File: src/rtl/mfu_add_writeback_if.sv
// Adder-result / VRF-write bundle for the MFU add writeback block.
// The master side issues jobs, supplies results and VRF backpressure; the slave side writes the VRF.
interface mfu_add_writeback_if #(
  parameter int DESIGN_SIZE = 10,
  parameter int DWIDTH      = 16,
  parameter int AWIDTH      = 8
);
  logic                          start;
  logic [AWIDTH-1:0]             base_addr;
  logic [AWIDTH-1:0]             num_vectors;
  logic                          result_valid;
  logic [DESIGN_SIZE*DWIDTH-1:0] result_data;
  logic                          vrf_ready;
  logic                          vrf_we;
  logic [AWIDTH-1:0]             vrf_addr;
  logic [DESIGN_SIZE*DWIDTH-1:0] vrf_wdata;
  logic                          busy;
  logic                          done;
  logic                          overflow;

  modport master (
    output start, base_addr, num_vectors, result_valid, result_data, vrf_ready,
    input  vrf_we, vrf_addr, vrf_wdata, busy, done, overflow
  );

  modport slave (
    input  start, base_addr, num_vectors, result_valid, result_data, vrf_ready,
    output vrf_we, vrf_addr, vrf_wdata, busy, done, overflow
  );
endinterface

File: src/rtl/mfu_add_writeback.sv
// Buffers adder result vectors in a small FIFO and writes them to consecutive VRF
// addresses; one job = num_vectors results starting at base_addr.
module mfu_add_writeback #(
  parameter int DESIGN_SIZE = 10,
  parameter int DWIDTH      = 16,
  parameter int AWIDTH      = 8,
  parameter int FIFO_DEPTH  = 4
) (
  input logic                clk,
  input logic                reset,
  mfu_add_writeback_if.slave wb
);
  localparam int VW = DESIGN_SIZE * DWIDTH;
  localparam int PW = (FIFO_DEPTH > 1) ? $clog2(FIFO_DEPTH) : 1;
  localparam logic [PW:0] FULL_CNT = (PW+1)'(FIFO_DEPTH);

  typedef enum logic [1:0] {IDLE, RUN, DONE} state_t;

  typedef struct packed {
    logic [AWIDTH-1:0] base;
    logic [AWIDTH-1:0] num;
  } job_t;

  state_t                     state, state_nx;
  job_t                       job;
  logic [AWIDTH-1:0]          acc_cnt, wr_cnt;
  logic [FIFO_DEPTH-1:0][VW-1:0] mem;
  logic [PW-1:0]              wptr, rptr;
  logic [PW:0]                count;
  logic                       vrf_we_q, overflow_q;
  logic [AWIDTH-1:0]          vrf_addr_q;
  logic [VW-1:0]              vrf_wdata_q;

  logic run, full, accept, pop, push, drop, launch;

  assign run    = (state == RUN);
  assign full   = (count == FULL_CNT);
  assign launch = (state == IDLE) && wb.start;
  assign pop    = run && (count != '0) && wb.vrf_ready;
  // A full FIFO still takes a result when the head leaves on the same edge.
  assign accept = run && wb.result_valid && (acc_cnt < job.num);
  assign push   = accept && (!full || pop);
  assign drop   = accept && full && !pop;

  always_comb begin
    state_nx = state;
    case (state)
      IDLE: if (wb.start) state_nx = (wb.num_vectors == '0) ? DONE : RUN;
      RUN:  if (wr_cnt == job.num) state_nx = DONE;
      DONE: state_nx = IDLE;
      default: state_nx = IDLE;
    endcase
  end

  always_ff @(posedge clk or posedge reset) begin
    if (reset) state <= IDLE;
    else       state <= state_nx;
  end

  // Storage carries no reset; occupancy is governed by the pointers and count.
  always_ff @(posedge clk) begin
    if (push) mem[wptr] <= wb.result_data;
  end

  always_ff @(posedge clk or posedge reset) begin
    if (reset) begin
      job         <= '0;
      acc_cnt     <= '0;
      wr_cnt      <= '0;
      wptr        <= '0;
      rptr        <= '0;
      count       <= '0;
      vrf_we_q    <= 1'b0;
      vrf_addr_q  <= '0;
      vrf_wdata_q <= '0;
      overflow_q  <= 1'b0;
    end else begin
      vrf_we_q <= pop;
      if (launch) begin
        job        <= '{base: wb.base_addr, num: wb.num_vectors};
        acc_cnt    <= '0;
        wr_cnt     <= '0;
        wptr       <= '0;
        rptr       <= '0;
        count      <= '0;
        overflow_q <= 1'b0;
      end else begin
        if (push) begin
          wptr    <= wptr + 1'b1;
          acc_cnt <= acc_cnt + 1'b1;
        end
        if (pop) begin
          vrf_addr_q  <= job.base + wr_cnt;
          vrf_wdata_q <= mem[rptr];
          rptr        <= rptr + 1'b1;
          wr_cnt      <= wr_cnt + 1'b1;
        end
        case ({push, pop})
          2'b10:   count <= count + 1'b1;
          2'b01:   count <= count - 1'b1;
          default: count <= count;
        endcase
        if (drop) overflow_q <= 1'b1;
      end
    end
  end

  assign wb.vrf_we    = vrf_we_q;
  assign wb.vrf_addr  = vrf_addr_q;
  assign wb.vrf_wdata = vrf_wdata_q;
  assign wb.busy      = run;
  assign wb.done      = (state == DONE);
  assign wb.overflow  = overflow_q;
endmodule
File: src/flat_wrapper.sv
// flat-port wrapper written by rule: the top's interface ports become plain ports
module mfu_add_writeback_flat 
#(
  parameter int DESIGN_SIZE = 10,
  parameter int DWIDTH      = 16,
  parameter int AWIDTH      = 8,
  parameter int FIFO_DEPTH  = 4
)
  (clk, reset, wb_start, wb_base_addr, wb_num_vectors, wb_result_valid, wb_result_data, wb_vrf_ready, wb_vrf_we, wb_vrf_addr, wb_vrf_wdata, wb_busy, wb_done, wb_overflow);
  mfu_add_writeback_if #(.DESIGN_SIZE(DESIGN_SIZE), .DWIDTH(DWIDTH), .AWIDTH(AWIDTH)) wb_i ();
  input logic clk;
  input logic reset;
  input wire logic [$bits(wb_i.start)-1:0] wb_start;
  input wire logic [$bits(wb_i.base_addr)-1:0] wb_base_addr;
  input wire logic [$bits(wb_i.num_vectors)-1:0] wb_num_vectors;
  input wire logic [$bits(wb_i.result_valid)-1:0] wb_result_valid;
  input wire logic [$bits(wb_i.result_data)-1:0] wb_result_data;
  input wire logic [$bits(wb_i.vrf_ready)-1:0] wb_vrf_ready;
  output wire logic [$bits(wb_i.vrf_we)-1:0] wb_vrf_we;
  output wire logic [$bits(wb_i.vrf_addr)-1:0] wb_vrf_addr;
  output wire logic [$bits(wb_i.vrf_wdata)-1:0] wb_vrf_wdata;
  output wire logic [$bits(wb_i.busy)-1:0] wb_busy;
  output wire logic [$bits(wb_i.done)-1:0] wb_done;
  output wire logic [$bits(wb_i.overflow)-1:0] wb_overflow;
  assign wb_i.start = wb_start;
  assign wb_i.base_addr = wb_base_addr;
  assign wb_i.num_vectors = wb_num_vectors;
  assign wb_i.result_valid = wb_result_valid;
  assign wb_i.result_data = wb_result_data;
  assign wb_i.vrf_ready = wb_vrf_ready;
  assign wb_vrf_we = wb_i.vrf_we;
  assign wb_vrf_addr = wb_i.vrf_addr;
  assign wb_vrf_wdata = wb_i.vrf_wdata;
  assign wb_busy = wb_i.busy;
  assign wb_done = wb_i.done;
  assign wb_overflow = wb_i.overflow;
  mfu_add_writeback #(.DESIGN_SIZE(DESIGN_SIZE), .DWIDTH(DWIDTH), .AWIDTH(AWIDTH), .FIFO_DEPTH(FIFO_DEPTH)) u_core (.clk(clk), .reset(reset), .wb(wb_i));
endmodule
File: config.mk
export PLATFORM = sky130hd
export DESIGN_NAME = mfu_add_writeback_flat
export DESIGN_NICKNAME = d
export VERILOG_FILES = /design/src/rtl/mfu_add_writeback_if.sv /design/src/rtl/mfu_add_writeback.sv /design/src/flat_wrapper.sv
export SDC_FILE = /design/constraint.sdc
export NUM_CORES = 1
export LEC_CHECK = 0
export ABC_AREA = 1
export CAP_MARGIN = 30
export CORE_MARGIN = 3
export CORE_UTILIZATION = 35
export CTS_CLUSTER_SIZE = 30
export DETAILED_ROUTE_END_ITERATION = 6
export GPL_TIMING_DRIVEN = 0
export PLACE_DENSITY = 0.65
export SLEW_MARGIN = 10
export SYNTH_ARGS = -nofsm -noshare
export SYNTH_HDL_FRONTEND = slang
export SYNTH_SLANG_ARGS = --single-unit
File: constraint.sdc
create_clock -name clk -period 9.8 [get_ports clk]
set_clock_uncertainty 0.1 [all_clocks]
set_input_delay 2.45 -clock clk [delete_from_list [all_inputs] [get_ports clk]]
set_output_delay 2.45 -clock clk [all_outputs]
set_load 0.03 [all_outputs]
==> metrics.md <==
| Metric | Value |
|---|---|
| Worst-Skew Late Latency | `0.65 ns` |
| I/O Buffers | `352` |
| Mapped Avg Cell Area | `12.4 µm²` |
| DRT iter0 DRCs | `2050` |
| Gr usage total | `17.9%` |
| Post-Synth Simple-Gate Area | `11.8%` |
| Post-route insts no fill | `4435` |
| Clock transition at the registers of the reported paths | `0.06 ns` |
| Metal2 WL | `42500 µm` |
| Pint | `8100 µW` |
| Synth Area in Adders | `0.932%` |
| Die Area | `96500 µm²` |
| CTS resizes | `0` |
| Yosys warns | `0` |
| Gpl congestion | `0.812` |
| DR pass1 iterations | `7` |
| R2r startpoint | `u_core.job[7]$_DFFE_PP0P_` |
| Setup crit start kind | `input pin` |
| Post-synthesis mux area share | `0%` |
| Failing checks | `design-rule violations` |
| CP Data Required Time | `10.04 ns` |
| Hold_sp | `u_core.wb.vrf_addr[0]$_DFFE_PP0P_` |
| Synth Cell Area | `32500 µm²` |
| Worst Hold Class | `register to register` |
| Final min period | `4.85 ns` |
| Fin util | `45.1%` |
| Initial antenna violation count | `26` |
| Most common cell after layout, fill and taps aside | `edfxtp_1` |
| Fmax | `206 MHz` |
| R2R cell count | `13` |
| Relative slew margins | `48.9%` |
| Worst Hold Depth | `2` |
| Largest family of logic cells by synthesized area | `simple AND/OR/NAND/NOR gates` |
| Met3 wire len | `6580 µm` |
| Largest net degree at the start of global routing | `82` |
| Routed Antenna Nets | `0` |
| P&R area growth vs syn | `27.3%` |
| Cell Pwr Density | `309 nW/µm²` |
| First-pass GRT wire length | `132000 µm` |
| Synth cell types | `31` |
| Critical path arrival | `5.09 ns` |
| Routed WL per cell | `20.0 µm` |
| Via/cell ratio | `4.89` |
| Clk pwr share | `26.6%` |
| TritonCTS clock tree | `yes` |
| Worst-path maximum fanout | `20` |
| Vias in the first global route | `21200` |
| Hold EP | `u_core.wb.vrf_addr[0]$_DFFE_PP0P_` |
| Most frequent cells in the layout | `640 x edfxtp_1, 598 x nand2_1, 352 x clkdlybuf4s50_1` |
| TNS Setup | `0 ns` |
| Final hold slack | `0.376 ns` |
| Synth Area in Compound Gates | `8.76%` |
| Post-Syn Instances | `2617` |
| Htree depth | `3` |
| Max_cap viols | `0` |
| RSZ-0062 raised after global routing | `false` |
| GRT overflow | `0` |
| Final Setup Violations | `0` |
| R2R setup slack | `6.32 ns` |
| Final hold vios | `0` |
| Clock Tree Root | `clkbuf_16` |
| Logic gate share of total power | `34.7%` |
| Rows | `111` |
| IO Count | `353` |
| Core box area | `91800 µm²` |
| Fraction of layout cells with a size suffix above 1 | `8.24%` |
| Worst Setup End Kind | `register` |
| Worst VDD drop | `0.000183 V` |
| FF-to-FF End | `u_core.mem[508]$_DFFE_PP_` |
| Die W | `311 µm` |
| Reg power frac | `38.7%` |
| Sequential fraction of the synthesis area | `75.4%` |
| Slew Limit Fails | `0` |
| CTS sink cnt | `851` |
| P_leak | `0.0155 µW` |
| Top sig layer | `met5` |
| Remaining DRCs | `1` |
| Post-CTS Setup Bufs | `0` |
| Final WL | `88700 µm` |
| DP HPWL | `59500 µm` |
| Status | `complete, but fails checks` |
| Placed cell count | `4244` |
| CTS Buf Count | `89` |
| Routed vias | `21700` |
| Starting Density | `35.4%` |
| Die height | `311 µm` |
| Syn_nets | `2821` |
| DRT met1 WL | `37400 µm` |
| Clock Path Buffers | `3` |
| Post-DP Area | `38300 µm²` |
| Switching Share | `36.6%` |
| Setup CP Type | `input pin to register` |
| Tightest Pin Transition | `0.766 ns` |
| Post-layout nets | `3296` |
| Hold-fix buffers, CTS | `0` |
| Flop and latch count out of synthesis | `851` |
| Final instance area | `41400 µm²` |
| Tcrit/Tclk final | `49.5%` |
| Switch Pwr | `4670 µW` |
| Synth Area in XOR/XNOR | `0.270%` |
==> Yosys cell counts <==
| master | n | area share (%) |
|---|---|---|
| nor2_1 | 344 | 4.0 |
| dfrtp_1 | 211 | 16 |
| nand3_2 | 1 | 0.031 |
| nand3_1 | 28 | 0.43 |
| nor3b_1 | 1 | 0.023 |
| inv_1 | 57 | 0.66 |
| a21boi_0 | 1 | 0.023 |
| and2_1 | 1 | 0.019 |
| clkinv_1 | 1 | 0.012 |
| nand2_1 | 598 | 6.9 |
| a31oi_1 | 1 | 0.019 |
| nor2_2 | 1 | 0.019 |
| xor2_1 | 8 | 0.22 |
| nor3_1 | 8 | 0.12 |
| ha_1 | 21 | 0.81 |
| nor2_4 | 1 | 0.035 |
| inv_2 | 3 | 0.035 |
| o21ai_1 | 1 | 0.015 |
| a21oi_1 | 12 | 0.18 |
| fa_1 | 2 | 0.12 |
| buf_2 | 64 | 0.99 |
| o21ai_0 | 350 | 5.4 |
| nand4_1 | 9 | 0.17 |
| o21bai_1 | 1 | 0.023 |
| o22ai_1 | 161 | 3.1 |
| or2_2 | 3 | 0.058 |
| buf_4 | 11 | 0.25 |
| edfxtp_1 | 640 | 59 |
| xnor2_1 | 2 | 0.054 |
| buf_6 | 1 | 0.035 |
| clkbuf_1 | 74 | 0.86 |
==> sequential cells by signal, summed over array words and instances, names as in the netlist, 3 cells and up <==
signal               flops
u_core.mem             640
u_core.count             3
u_core.wr_cnt            8
u_core.acc_cnt           8
u_core.wb.vrf_addr       8
u_core.job              16
u_core.wb.vrf_wdata    160
==> cells by family (layout without fill, tap and decap cells) <==
kind of cell             count (synthesis)  count (layout)
AO/OA/AOI/OAI                          527             527
XOR/XNOR                                10              10
buffers and inverters                  211             763
AND/OR/NAND/NOR                        995             995
flip-flops                             851             851
adder cells (fa/ha/maj)                 23              23
other                                    0              23
==> cell type report <==
class,count,area [µm²]
diodes,23,57.6
plain buffers,150,692
clock buffers,120,2450
clock inverters,48,517
fillers,8212,50400
inverters,61,236
multi-input cells,1555,7100
flip-flops and latches,851,24500
well taps,1243,1560
repair buffers,384,4260
==> power by group through the flow <==
| stage | logic, µW | registers [µW] | clock network, µW |
|---|---|---|---|
| after floorplan | 1930 | 5660 | 0 |
| after global placement | 4300 | 5180 | 0 |
| after detailed placement | 4460 | 5010 | 0 |
| after CTS | 4470 | 4950 | 3460 |
| after global routing | 4850 | 5010 | 3610 |
| final | 4430 | 4950 | 3390 |
==> per-stage QoR <==
step	total power (µW)	setup slack (ns)
detailed placement	9460	4.25
CTS	12900	4.96
finish	12800	4.95
global placement	9480	-7.15
floorplan	7580	-0.642
global route	13500	4.77
==> worst max-delay path: stages <==
cell             delay (ns)
clkdlybuf4s50_1        0.48
nand3_1                0.08
nor2_1                 0.18
nand3_2                0.18
buf_2                  0.27
nor2_4                 0.38
buf_16                 0.23
buf_16                 0.19
buf_16                 0.18
buf_12                 0.20
buf_16                 0.19
==> routing by layer <==
layer | up-vias | GRT usage [%]
li1 | 10200 | -
met4 | 6 | 6.88
met2 | 718 | 28.3
met5 | - | 0
met1 | 10700 | 23.9
met3 | 146 | 4.54
==> how the worst max path moves through the flow <==
stage	endpoint	slack (ns)	startpoint	cells after the start
after floorplan	u_core.mem[0]$_DFFE_PP_	-0.64	wb_result_valid	5
after global placement	u_core.mem[49]$_DFFE_PP_	-7.15	wb_result_valid	6
after detailed placement	u_core.mem[529]$_DFFE_PP_	4.25	wb_result_valid	11
after CTS	u_core.mem[510]$_DFFE_PP_	4.96	wb_result_valid	11
after global routing	u_core.mem[510]$_DFFE_PP_	4.77	wb_result_valid	11
final	u_core.mem[508]$_DFFE_PP_	4.95	wb_result_valid	11
No activity file was read; power rests on OpenSTA's default activity.
